`src/rtl/vga_timing_gen.sv`:
```
// Raster timing generator: pixel-rate tick, X/Y scan counters and sync/blanking decode.
// Outputs are registered from next-state counter values so that x, y, syncs and video_on change together.
module vga_timing_gen #(
  parameter int   CLK_DIV   = 2,
  parameter int   H_VISIBLE = 640,
  parameter int   H_FRONT   = 16,
  parameter int   H_SYNC    = 96,
  parameter int   H_BACK    = 48,
  parameter int   V_VISIBLE = 480,
  parameter int   V_FRONT   = 10,
  parameter int   V_SYNC    = 2,
  parameter int   V_BACK    = 33,
  parameter logic SYNC_POL  = 1'b0
) (
  input  logic       clk,
  input  logic       rst_n,
  input  logic       en,
  output logic       pix_tick,
  output logic [9:0] x,
  output logic [9:0] y,
  output logic       hsync,
  output logic       vsync,
  output logic       video_on,
  output logic       line_start,
  output logic       frame_start
);

  localparam int H_TOTAL = H_VISIBLE + H_FRONT + H_SYNC + H_BACK;
  localparam int V_TOTAL = V_VISIBLE + V_FRONT + V_SYNC + V_BACK;
  localparam int DIV_W   = (CLK_DIV > 1) ? $clog2(CLK_DIV) : 1;

  localparam logic [DIV_W-1:0] DIV_LAST = DIV_W'(CLK_DIV - 1);
  localparam logic [9:0]       H_LAST   = 10'(H_TOTAL - 1);
  localparam logic [9:0]       V_LAST   = 10'(V_TOTAL - 1);
  localparam logic [10:0]      H_VIS    = 11'(H_VISIBLE);
  localparam logic [10:0]      HS_START = 11'(H_VISIBLE + H_FRONT);
  localparam logic [10:0]      HS_END   = 11'(H_VISIBLE + H_FRONT + H_SYNC);
  localparam logic [10:0]      V_VIS    = 11'(V_VISIBLE);
  localparam logic [10:0]      VS_START = 11'(V_VISIBLE + V_FRONT);
  localparam logic [10:0]      VS_END   = 11'(V_VISIBLE + V_FRONT + V_SYNC);

  logic [DIV_W-1:0] div_q, div_d;
  logic [9:0]       h_q, h_d, v_q, v_d;
  logic             tick_q, hsync_q, vsync_q, video_q, line_q, frame_q;
  logic             h_wrap_s, v_wrap_s, hs_act_s, vs_act_s, vis_s;

  // Next-state divider and scan counters; everything freezes while en is low.
  always_comb begin
    div_d    = div_q;
    h_d      = h_q;
    v_d      = v_q;
    h_wrap_s = 1'b0;
    v_wrap_s = 1'b0;
    if (en) begin
      if (div_q == DIV_LAST) begin
        div_d = '0;
      end else begin
        div_d = div_q + 1'b1;
      end
      if (tick_q) begin
        if (h_q == H_LAST) begin
          h_d      = 10'd0;
          h_wrap_s = 1'b1;
          if (v_q == V_LAST) begin
            v_d      = 10'd0;
            v_wrap_s = 1'b1;
          end else begin
            v_d = v_q + 10'd1;
          end
        end else begin
          h_d = h_q + 10'd1;
        end
      end else begin
        h_d = h_q;
      end
    end else begin
      div_d = div_q;
    end
  end

  // Sync and blanking decode on the next-state position.
  always_comb begin
    hs_act_s = en && ({1'b0, h_d} >= HS_START) && ({1'b0, h_d} < HS_END);
    vs_act_s = en && ({1'b0, v_d} >= VS_START) && ({1'b0, v_d} < VS_END);
    vis_s    = en && ({1'b0, h_d} < H_VIS) && ({1'b0, v_d} < V_VIS);
  end

  // State and output registers.
  always_ff @(posedge clk or negedge rst_n) begin
    if (!rst_n) begin
      div_q   <= '0;
      h_q     <= 10'd0;
      v_q     <= 10'd0;
      tick_q  <= 1'b0;
      hsync_q <= ~SYNC_POL;
      vsync_q <= ~SYNC_POL;
      video_q <= 1'b0;
      line_q  <= 1'b0;
      frame_q <= 1'b0;
    end else begin
      div_q   <= div_d;
      h_q     <= h_d;
      v_q     <= v_d;
      tick_q  <= en && (div_q == DIV_LAST);
      hsync_q <= hs_act_s ? SYNC_POL : ~SYNC_POL;
      vsync_q <= vs_act_s ? SYNC_POL : ~SYNC_POL;
      video_q <= vis_s;
      line_q  <= h_wrap_s;
      frame_q <= v_wrap_s;
    end
  end

  assign pix_tick    = tick_q;
  assign x           = h_q;
  assign y           = v_q;
  assign hsync       = hsync_q;
  assign vsync       = vsync_q;
  assign video_on    = video_q;
  assign line_start  = line_q;
  assign frame_start = frame_q;

endmodule

```
`config.mk`:
```
export PLATFORM = sky130hd
export DESIGN_NAME = vga_timing_gen
export DESIGN_NICKNAME = d
export VERILOG_FILES = /design/src/rtl/vga_timing_gen.sv
export SDC_FILE = /design/constraint.sdc
export NUM_CORES = 1
export LEC_CHECK = 0
export CORE_UTILIZATION = 46
export CTS_BUF_LIST = sky130_fd_sc_hd__clkbuf_4 sky130_fd_sc_hd__clkbuf_8 sky130_fd_sc_hd__clkbuf_16
export DETAILED_ROUTE_END_ITERATION = 16
export GPL_TIMING_DRIVEN = 0
export HOLD_SLACK_MARGIN = 0.06
export PLACE_DENSITY = 0.8
export SETUP_SLACK_MARGIN = 0.2
export SKIP_CTS_REPAIR_TIMING = 1
export SYNTH_ARGS = -nofsm -noshare
export SYNTH_HDL_FRONTEND = slang
export SYNTH_SLANG_ARGS = --single-unit
```
`constraint.sdc`:
```
create_clock -name clk -period 2.2 [get_ports clk]
set_clock_uncertainty 0.2 [all_clocks]
set_input_delay 0.33 -clock clk [delete_from_list [all_inputs] [get_ports clk]]
set_output_delay 0.33 -clock clk [all_outputs]
set_load 0.05 [all_outputs]
```
==> results.md, run 1 <==
- Synth Area per Inst: around 9.6 um2
- Antenna violations before repair: 0
- Fin cells: 259
- Top cell type's share of synthesized area: between 40% and 50%
- Root buf cell: clkbuf_4
- CP startpoint kind: flip-flop
- Core Util, Final: about three quarters
- Rel. slew slack: 59.8%
- WHS: between 0.1 and 0.15 ns
- #FFs+latches synth: 27
- Yosys cell types: between 40 and 50
- Placed insts: 226
- DRT antenna net count: 0
- Number of global-route vias before repair: between 1,000 and 1,500
- Synthesized instance count: 155
- Clk_lat worst skew: ~0.33 ns
- Register area share after synthesis: a little under half
- Final hold vios: 0
- Slowest CP cell: or4_4
- DR iter-0 viols: 87
- P_leak: between 1 and 1.5 nW
- Max clock buf depth: 2
- Sequential share of power: 49.5%
- Synth Warn #: 0
- Biggest cell delay along the critical path: around 0.55 ns
- Max cap viols: 0
- Clock power share: between 15 and 20%
- Failing checks: setup timing
- Final Critical Period: 2.46 ns
- Synth area leaders: dfrtp_1 (42%), nand3_1 (4.4%), o21ai_0 (4.4%), nand2_1 (4.3%), dfstp_2 (3.5%)
- Overall Global Routing Usage: between 20% and 30%
- Final setup vio count: 8
- DIE AREA: about 0.0035 mm2
- Outcome: finished, violations left
- Sw frac: between 30% and 40%
- Commonest non-fill, non-tap cells in the layout: dlymetal6s2s_1 (25), buf_4 (22), nand2_1 (17), dfrtp_1 (15)
- Routed met2 length: 2070 um
- CTS tree: done
- WL/cell: 15.6 um
- CP cell instances: or4_4 > or4_4 > nand3_4 > o211ai_1 > and4b_1 > nand4_1
- Drt via density: 5.58
- Drt total wl: approximately 4000 um
- Gr ovfl total: 0
- Chip width: between 50 and 60 um
- Die Span Y: slightly below 60 um
- Routability congestion estimate from global placement: 0.872
- Critical path required time: roughly 2.3 ns
- Unrepaired setup endpoints after global routing: yes
- Ant. Diodes: 0
- Int Power: just under 800 uW
- DR WL met3: about 160 um
- Mapped Area: about 0.0015 mm2
- Filler cells: roughly 240
- Crit-path max FO: 5
- Final WS setup: -0.262 ns
- Vias: 1,444
- FMAX: around 0.4 GHz
- Share of cells above drive strength 1: around a third
- Cts bufs inserted: 3
- Final Max Slew Viols: 0
- Core area: between 0.003 and 0.004 mm2
- Cell type with the largest total area after synthesis: dfrtp_1
- CP Buf/Inv Count: 0
- Worst-path clk slew: roughly 0.16 ns
- Syn Nets: roughly 160
- First-pass GRT wire length: 5750 um
- CP top delay family: simple AND/OR/NAND/NOR gates
- Critical path class: flip-flop to flip-flop
- Power, Total: approximately 1.2 mW
- Crit path DAT: roughly 2.5 ns
- Top Ports: 29
- Final period util: 112%
- Crit path capture type: flip-flop
- Drt pass-1 iters: 4
- Standard-cell row count: 20
- NetSw: between 400 and 500 uW
- Share of total power in combinational logic: 32.5%
- CTS Sinks: 27
- Leading cell type in the layout, fill and taps excluded: dlymetal6s2s_1
- # nets final: 222
- DRC: 0
- DRT met1 WL: approximately 1700 um
- Dpl hpwl: between 2000 and 3000 um
- Largest net degree at the start of global routing: 28
- Layout area overhead: 52.9%
- Top cell by count, worst path: or4_4
- Total power per unit cell area: 537 mW/mm2
- H-tree levels: 1
- VDD IR max: 0.555 mV
- I/O Buffers: 27
- Initial Util: between 40% and 50%
- Actual slew at the worst max-slew pin: 0.603 ns
- Worst hold path class: input pin to flip-flop
- Max layer used: met4
==> worst paths after layout <==
kind	start	end	slack, ns	cells after the start
min in group asynchronous	rst_n	y[5]	0.32	2
max	y[5]	vsync	-0.26	6
min reg2reg	div_q	div_q	0.27	1
max reg2reg	y[5]	vsync	-0.26	6
max in group asynchronous	rst_n	x[6]	1.04	2
min	en	div_q	0.10	2
==> synth_stat cells (all sizes together) <==
cell    number
nand2b       1
and2         2
dfrtp       25
xor2         4
buf          3
a21o         1
nand2       18
dfstp        2
o211a        1
and3         2
and4         3
o31ai        1
o211ai       1
nand3       15
nand4b       1
and4b        1
nor3         6
a32o         1
o21ai       15
or4          3
a21oi        5
or3          1
nand4        6
o21a         1
nor4         3
a31oi        1
o41ai        1
clkinv       1
clkbuf       2
a211o        1
nor2b        1
ha           3
inv          6
xnor2        6
nor2         7
mux2i        3
or2          1
==> power groups by stage <==
stage / logic [mW] / registers, mW / clock network, mW
after floorplan: 0.102 / 0.742 / 0
after detailed placement: 0.347 / 0.620 / 0
after CTS: 0.348 / 0.611 / 0.222
after global placement: 0.339 / 0.615 / 0
final: 0.397 / 0.605 / 0.219
after global routing: 0.428 / 0.612 / 0.244
==> routing by layer <==
layer	vias to the layer above	global-route usage, %
met1	695	27.4
met3	9	3.08
met2	52	37.3
met4	0	9.18
li1	688	-
met5	-	0
==> state kept, by name (all words and copies together), names as in the netlist <==
name         count
video_on         1
vsync            1
hsync            1
frame_start      1
div_q            1
line_start       1
pix_tick         1
y               10
x               10
==> area by class of cell <==
class | instances | area, um2 | share of cell area, %
flip-flops and latches | 27 | 691 | 30.4
repair buffers | 56 | 571 | 25.1
well taps | 44 | 55.1 | 2.42
clock inverters | 1 | 5.00 | 0.220
inverters | 7 | 33.8 | 1.49
clock buffers | 3 | 22.5 | 0.991
plain buffers | 5 | 50.0 | 2.20
multi-input cells | 116 | 846 | 37.2
==> per-stage QoR <==
stage | setup slack, ns | cell area (um2) | setup TNS (ns)
finish | -0.262 | 2270 | -0.731
global route | -0.276 | 2270 | -1.12
CTS | -0.299 | 1880 | -0.665
detailed placement | -0.297 | 1850 | -0.681
global placement | -0.292 | 1850 | -0.628
floorplan | -0.216 | 1530 | -0.575
==> cell families (layout without fill, tap and decap cells) <==
logic type | after synthesis | in the layout | share of synthesized area (%)
mux | 3 | 3 | 2.02
compound gates | 29 | 29 | 12.6
fa+ha+maj | 3 | 3 | 2.53
xor+xnor | 10 | 10 | 6.40
flops | 27 | 27 | 45.6
simple gates | 71 | 71 | 26.8
buf+inv | 12 | 72 | 4.04
No activity file was read; power rests on OpenSTA's default activity.
==> inputs of run 2 (changes only) <==
Settings changed: HOLD_SLACK_MARGIN 0.06 to not set.
==> results of run 2 <==
Final layout, timing and power as in run 1 (identical DEF).
==> inputs of run 3 (changes only) <==
Settings changed: CORE_UTILIZATION 46 to 55, PLACE_DENSITY 0.8 to 0.89.
Clock period 2.2 ns to 3 ns, I/O delays scaled along.
==> results.md, run 3 (synthesis gave the netlist of run 1 again) <==
- Sequential share of power: 52.7% (+3.2 points)
- DRT antenna net count: 0 (unchanged)
- Largest net degree at the start of global routing: 28 (unchanged)
- Total power per unit cell area: 461 mW/mm2 (-14%)
- NetSw: 316 uW (-30%)
- DRT met1 WL: 1600 um (-7.2%)
- Core area: 0.00252 mm2 (-17%)
- Clk_lat worst skew: 0.32 ns (about the same)
- Root buf cell: clkbuf_4
- Die Span Y: 54.0 um (-8.3%)
- Standard-cell row count: 18 (-10%)
- Worst r2r src: x[0]
- Drt total wl: 3310 um (-18%)
- Slowest CP cell: or4_4
- DRC: 0 (unchanged)
- Share of cells above drive strength 1: 10.7% (-22 points)
- Dpl hpwl: 2350 um (-6.7%)
- WL/cell: 15.2 um (-2.1%)
- Gr ovfl total: 0 (unchanged)
- Final WS setup: 0.442 ns (+0.704 ns)
- Routability congestion estimate from global placement: 0.873 (+0.11%)
- Final Max Slew Viols: 0 (unchanged)
- Routed met2 length: 1560 um (-24%)
- P_leak: 0.772 nW (-39%)
- Number of global-route vias before repair: 1,137 (-13%)
- # nets final: 194 (-13%)
- Worst slack, placed: 0.295 ns (+0.592 ns)
- Outcome: finished clean
- Hold EP: vsync
- Sw frac: 37.4% (+0.43 points)
- Leading cell type in the layout, fill and taps excluded: clkdlybuf4s50_1
- Unrepaired setup endpoints after global routing: no
- Max layer used: met4
- Chip width: 54.0 um (-8.3%)
- Max clock buf depth: 2 (unchanged)
- Rel. slew slack: 58.9% (-0.87 points)
- Actual slew at the worst max-slew pin: 0.616 ns (+0.0131 ns)
- Critical path required time: 3.05 ns (+0.80 ns)
- Ant. Diodes: 0 (unchanged)
- Area of the multi-input gates: 748 um2 (-12%)
- Worst-path clk slew: 0.14 ns (-0.02 ns)
- Top Ports: 29 (unchanged)
- Worst hold path class: input pin to flip-flop
- Commonest non-fill, non-tap cells in the layout: clkdlybuf4s50_1 (26), dfrtp_1 (25), nand2_1 (17), nand3_1 (13), o21ai_0 (13)
- Drt pass-1 iters: 4 (unchanged)
- Layout area overhead: 23.0%
- Crit-path max FO: 8 (+3)
- Final Critical Period: 2.56 ns (+0.0958 ns)
- Critical path class: flip-flop to flip-flop
- FMAX: 0.391 GHz (-3.7%)
- Final hold vios: 0 (unchanged)
- First-pass GRT wire length: 5250 um (-8.8%)
- Depth of the most critical reg-to-reg path: 9 (+3)
- CP cell instances: ha_1 > clkbuf_2 > inv_1 > or4_4 > clkinv_4 > nand2_2 > o31ai_4 > and4b_1 > nand4_1
- Biggest cell delay along the critical path: 0.59 ns (+0.04 ns)
- CP Buf/Inv Count: 3 (+3)
- Clock power share: 18.5% (+0.5 points)
- DR WL met3: 119 um (-27%)
- Int Power: 528 uW (-31%)
- CTS Sinks: 27 (unchanged)
- CP top delay family: simple AND/OR/NAND/NOR gates
- VDD IR max: 0.551 mV (-0.70%)
- RR Endpoint: vsync
- Sequential Area: 678 um2 (-1.8%)
- Final setup vio count: 0 (-8)
- Setup_tns: 0 ns (+0.731 ns)
- Hold wc startpoint: en
- Overall Global Routing Usage: 25.4% (+3.6 points)
- Share of total power in combinational logic: 28.8% (-3.7 points)
- DR iter-0 viols: 21 (-76%)
- Max cap viols: 0 (unchanged)
- CP startpoint kind: flip-flop
- Vias: 1,307 (-9.5%)
- DIE AREA: 0.00291 mm2 (-16%)
- H-tree levels: 1 (unchanged)
- Crit path DAT: 2.61 ns (+0.10 ns)
- Filler cells: 207 (-12%)
- I/O Buffers: 27 (unchanged)
- Drt via density: 6.02 (+8.0%)
- Cts bufs inserted: 3 (unchanged)
- Hold path cells: 2 (unchanged)
- Crit path capture type: flip-flop
- R2R Setup Slk: 0.44 ns (+0.70 ns)
- CTS tree: done
- Final period util: 85.3% (-27 points)
- Initial Util: 58.9% (+10 points)
- Antenna violations before repair: 0 (unchanged)
## run 3: how the worst max path moves through the flow
stage | from | end | slack, ns | depth (start not counted)
after floorplan | x[0] | vsync | 0.26 | 9
after CTS | x[0] | vsync | 0.27 | 9
after global routing | x[0] | vsync | 0.30 | 9
final | x[0] | vsync | 0.44 | 9
after detailed placement | x[0] | vsync | 0.30 | 9
after global placement | x[0] | vsync | 0.29 | 9
## run 3: layout make-up
class / instances / share of cell area [%]
plain buffers: 5 / 1.64
clock buffers: 3 / 1.23
clock inverters: 1 / 0.274
multi-input cells: 116 / 40.9
well taps: 30 / 2.05
inverters: 7 / 1.71
repair buffers: 28 / 15.1
flip-flops and latches: 27 / 37.1
## run 3: layer usage
layer	up-vias	track usage, %
met3	4	3.95
met4	0	8.12
met5	-	0
li1	630	-
met1	639	35.8
met2	34	39.7
## run 3: power groups by stage
stage | Combinational, mW | Clock (mW) | Sequential [mW]
global placement | 0.239 | 0 | 0.448
detailed placement | 0.241 | 0 | 0.450
finish | 0.243 | 0.156 | 0.444
global route | 0.262 | 0.178 | 0.450
CTS | 0.243 | 0.163 | 0.444
floorplan | 0.0641 | 0 | 0.538
## run 3: through the flow
stage	power (mW)	cell area (um2)	util [%]	hold slack (ns)	cells
after global placement	0.687	1790	71.1	0.247	212
after CTS	0.850	1820	72.2	0.209	216
after detailed placement	0.691	1790	71.1	0.249	212
after global routing	0.889	1830	72.5	0.214	217
final	0.844	1830	72.5	0.215	217
after floorplan	0.602	1490	-	-0.0456	155
## run 3: worst reg2reg max path: stages, from the launching register on
cell and delay, ns:
dfrtp_1 0.45, ha_1 0.17, clkbuf_2 0.20, inv_1 0.10, or4_4 0.59, clkinv_4 0.11
nand2_2 0.08, o31ai_4 0.19, and4b_1 0.29, nand4_1 0.11
